`src/rtl/sar_avg_fifo.sv`:
```
// rtl/sar_avg_fifo.sv - SAR sample averager feeding a 4-entry first-word-fall-through result FIFO
module sar_avg_fifo (
    input  logic       clk,
    input  logic       rest,
    input  logic       done,
    input  logic [5:0] din,
    input  logic [1:0] avg_sel,
    input  logic       rd_ready,
    input  logic       clr_ovf,
    output logic       rd_valid,
    output logic [5:0] rd_data,
    output logic [2:0] level,
    output logic       full,
    output logic       ovf
);

    logic [8:0] acc;
    logic [2:0] wcnt;
    logic [1:0] wsel;

    logic [5:0] mem [4];
    logic [1:0] wptr;
    logic [1:0] rptr;
    logic [2:0] cnt;
    logic       ovf_q;

    logic [1:0] cur_sel;
    logic [2:0] win_last;
    logic [8:0] sum;
    logic [8:0] shifted;
    logic [5:0] result;
    logic       complete;
    logic       pop;
    logic       drop;
    logic       wr_en;

    // A fresh window takes its size straight from avg_sel; later samples use the latched size.
    always_comb begin
        cur_sel = (wcnt == 3'd0) ? avg_sel : wsel;
        case (cur_sel)
            2'd0:    win_last = 3'd0;
            2'd1:    win_last = 3'd1;
            2'd2:    win_last = 3'd3;
            default: win_last = 3'd7;
        endcase
        sum      = acc + {3'b000, din};
        shifted  = sum >> cur_sel;
        result   = shifted[5:0];
        complete = done && (wcnt == win_last);
        pop      = (cnt != 3'd0) && rd_ready;
        drop     = complete && (cnt == 3'd4) && !pop;
        wr_en    = complete && !drop;
    end

    always_ff @(posedge clk or posedge rest) begin
        if (rest) begin
            acc  <= 9'd0;
            wcnt <= 3'd0;
            wsel <= 2'd0;
        end else if (done) begin
            if (wcnt == 3'd0)
                wsel <= avg_sel;
            if (complete) begin
                acc  <= 9'd0;
                wcnt <= 3'd0;
            end else begin
                acc  <= sum;
                wcnt <= wcnt + 3'd1;
            end
        end
    end

    always_ff @(posedge clk or posedge rest) begin
        if (rest) begin
            for (int i = 0; i < 4; i++)
                mem[i] <= 6'd0;
            wptr  <= 2'd0;
            rptr  <= 2'd0;
            cnt   <= 3'd0;
            ovf_q <= 1'b0;
        end else begin
            if (wr_en) begin
                mem[wptr] <= result;
                wptr      <= wptr + 2'd1;
            end
            if (pop)
                rptr <= rptr + 2'd1;
            case ({wr_en, pop})
                2'b10:   cnt <= cnt + 3'd1;
                2'b01:   cnt <= cnt - 3'd1;
                default: cnt <= cnt;
            endcase
            // A fresh overflow outranks a clear request on the same edge.
            if (drop)
                ovf_q <= 1'b1;
            else if (clr_ovf)
                ovf_q <= 1'b0;
        end
    end

    assign rd_valid = (cnt != 3'd0);
    assign rd_data  = mem[rptr];
    assign level    = cnt;
    assign full     = (cnt == 3'd4);
    assign ovf      = ovf_q;

endmodule

```
`config.mk`:
```
export PLATFORM = sky130hd
export DESIGN_NAME = sar_avg_fifo
export DESIGN_NICKNAME = d
export VERILOG_FILES = /design/src/rtl/sar_avg_fifo.sv
export SDC_FILE = /design/constraint.sdc
export NUM_CORES = 1
export LEC_CHECK = 0
export ABC_AREA = 1
export BUFFER_PORTS_ARGS = -buffer_cell sky130_fd_sc_hd__clkbuf_2
export CORE_MARGIN = 5
export CORE_UTILIZATION = 25
export CTS_BUF_LIST = sky130_fd_sc_hd__clkbuf_4
export DETAILED_ROUTE_END_ITERATION = 16
export PLACE_DENSITY = 0.46
export SKIP_CTS_REPAIR_TIMING = 1
export SYNTH_ARGS = -nofsm -noshare
export SYNTH_HDL_FRONTEND = slang
export SYNTH_SLANG_ARGS = --single-unit
```
`constraint.sdc`:
```
create_clock -name clk -period 4.4 [get_ports clk]
set_input_delay 0.44 -clock clk [delete_from_list [all_inputs] [get_ports clk]]
set_output_delay 0.44 -clock clk [all_outputs]
set_load 0.02 [all_outputs]
```
==> summary.txt <==
Outcome
  • Status: finished clean

Setup path
  • Critical R2R Launch: wcnt[0]
  • WS Path Type: flip-flop to flip-flop
  • CP Capture Type: flip-flop
  • Critical Path Start Type: flip-flop
  • Max FO, Critical Path: 9
  • Worst R2R End: level[2]
  • Critical path arrival: 2.86 ns
  • Reg2Reg Depth: 14
  • R2r setup slk: 1.82 ns
  • WP data required: 4.68 ns

Clocking
  • Clock latency on the worst-skew pair: 0.38 ns
  • CTS root buf: clkbuf_4
  • CTS H-Tree Depth: 2
  • Clock Path Buffers: 2
  • CTS sink count: 46
  • CTS tree: built
  • Clock Pin Slew Worst Setup and Hold Paths: 0.16 ns
  • TritonCTS Buffers: 5

Routing
  • Pre-antenna DRT Iters: 6
  • Post-route ant nets: 0
  • Via/cell ratio: 4.48
  • DRT Wirelength: 7210 um
  • Drc violations: 0
  • WL per Instance: 13.1 um
  • Initial DRC count: 67
  • Routed vias: 2,459

Synth
  • Netlist Area Pre-Place: 2920 um^2
  • Count leader, synth: nand2_1
  • Syn nets: 404
  • Register area share after synthesis: 39.4%
  • Syn Area/Cell: 7.76 um^2
  • Leading area contributor after synthesis: dfrtp_1
  • Post-synth top flop: dfrtp_1
  • Top cells by count, synth: 133 x nand2_1, 46 x dfrtp_1, 39 x inv_1
  • Synth Instances: 377
  • Yosys warns: 0
  • Ys async rst share: 100%
  • EDFF count, synth: 0
  • Synth top area share: 39.4%
  • Post-synthesis cell type count: 25
  • FF+latch count, synth: 46
  • Area contributors post-synth: dfrtp_1 39%, nand2_1 17%, nand3_1 6.0%

Finish
  • Share of cells above drive strength 1: 15.8%
  • Nets: 431
  • Area added between synthesis and finish: 11.9%

Timing
  • Max_slew headroom: 32.7%
  • Final Skew: 0.0192 ns
  • RSZ-0062 raised after global routing: no
  • Fin Setup TNS: 0 ns
  • Slew Limit Fails: 0
  • Hold Vio Cnt, Final: 0
  • Fmax: 0.388 GHz
  • Tmin final: 2.58 ns
  • Tightest Pin Transition: 1.01 ns
  • Setup violations, final: 0
  • Tcrit/Tclk final: 58.6%

Global routing
  • M1 GR Usage: 15.1%
  • First-pass GRT wire length: 12,300 um
  • Vias in the first global route: 2,459
  • Grt ovf: 0
  • Pin count of the biggest net entering global routing: 47
  • GR Layer Usage met3: 1.62%
  • Total Routing Usage GR: 10.7%
  • Met2 usage: 16.9%
  • Initial antenna violation count: 1
  • Top Usage Layer GRT: met2

Floorplanning
  • Die area: 14,000 um^2
  • Die span in x: 118 um
  • Cell Rows: 39
  • Die Y: 118 um
  • IO Pins: 25
  • Core Area: 11,400 um^2
  • Initial Util: 25.6%

Power
  • PD cells: 809 nW/um^2
  • Leak: 1.80 nW
  • Total Power: 2.65 mW
  • Max rail drop VDD: 0.000317 V

Placed design
  • Placer Congestion: 0.805
  • Number of buffers added on ports: 24
  • HPWL Detailed: 5330 um

Worst hold path
  • Worst Hold Class: input port to async pin

Job
  • Total of max-cap violations: 0
-- area by class of cell --
class / count / area, um^2
inverter: 40 / 150
sequential: 46 / 1150
clock inverter: 3 / 23.8
timing repair buffer: 24 / 120
tap: 143 / 179
clock buffer: 5 / 37.5
fill: 1275 / 8150
antenna: 1 / 2.50
multi-input combinational: 287 / 1610
-- placed cells by master, fill, tap and decap left out, types with 5 or more instances in the layout --
cell,Yosys,routed
o21ai_0,25,25
clkbuf_2,0,24
nand2_1,133,133
inv_1,39,38
nor2_1,21,21
o22ai_1,9,9
dfrtp_1,46,46
ha_1,12,12
xor2_1,5,5
nand3_1,35,35
clkbuf_4,0,5
nor2_8,5,5
nand2_2,8,8
nand2_4,13,13
a21oi_1,5,5
-- cell families after synthesis --
group | synth area share (%)
AND/OR/NAND/NOR | 39.6
flip-flops | 39.4
buffers and inverters | 5.65
AO/OA/AOI/OAI | 7.06
adder cells (fa/ha/maj) | 6.50
XOR/XNOR | 1.80
-- report_power, final --
group          switching [mW]  internal (mW)  total, mW  leakage [nW]
clock                   0.164         0.0643      0.229        0.0278
combinational            1.12          0.526       1.65          1.20
sequential              0.157          0.613      0.771         0.574
-- through the flow --
| stage | setup slack, ns | cells | area [um^2] | hold WS, ns | utilization (%) |
|---|---|---|---|---|---|
| finish | 1.82 | 549 | 3270 | 0.255 | 28.7 |
| global route | 1.56 | 549 | 3270 | 0.214 | 28.7 |
| CTS | 1.79 | 548 | 3270 | 0.228 | 28.6 |
| detailed placement | 1.80 | 540 | 3210 | 0.460 | 28.1 |
| global placement | 1.87 | 540 | 3210 | 0.459 | 28.1 |
| floorplan | 2.03 | 377 | 2920 | 0.444 | - |
-- sequential cells by signal (all words and copies together) (netlist names) --
name,cells
mem,24
acc,9
level,3
wcnt,3
rptr,2
wptr,2
wsel,2
ovf,1
-- worst max-delay path, cell delays in order, from the launching register on --
cell	delay, ns
dfrtp_1	0.41
inv_1	0.14
ha_1	0.30
nand3_1	0.16
nand2_4	0.16
nand2_4	0.07
nand2_1	0.08
nand2_2	0.08
nand2_4	0.16
nand2_1	0.15
fa_1	0.40
xor2_1	0.17
inv_1	0.06
nand4_1	0.09
nand3_1	0.08
-- per-layer routing --
metal | vias to the layer above | share of wire (%) | wire [um]
met4 | 0 | 1.3 | 92
met5 | - | 0 | 0
li1 | 1259 | - | -
met1 | 1163 | 50 | 3600
met2 | 30 | 46 | 3350
met3 | 7 | 2.4 | 174
-- worst max-delay path by stage --
stage | start | to | cells past startpoint
3_3_place_gp | wcnt[0] | level[2] | 14
5_1_grt | wcnt[0] | level[2] | 14
3_5_place_dp | wcnt[0] | level[2] | 14
6_report | wcnt[0] | level[2] | 14
4_1_cts | wcnt[0] | level[2] | 14
2_1_floorplan | wcnt[0] | level[2] | 14
Power figures use the tool's default switching activity.
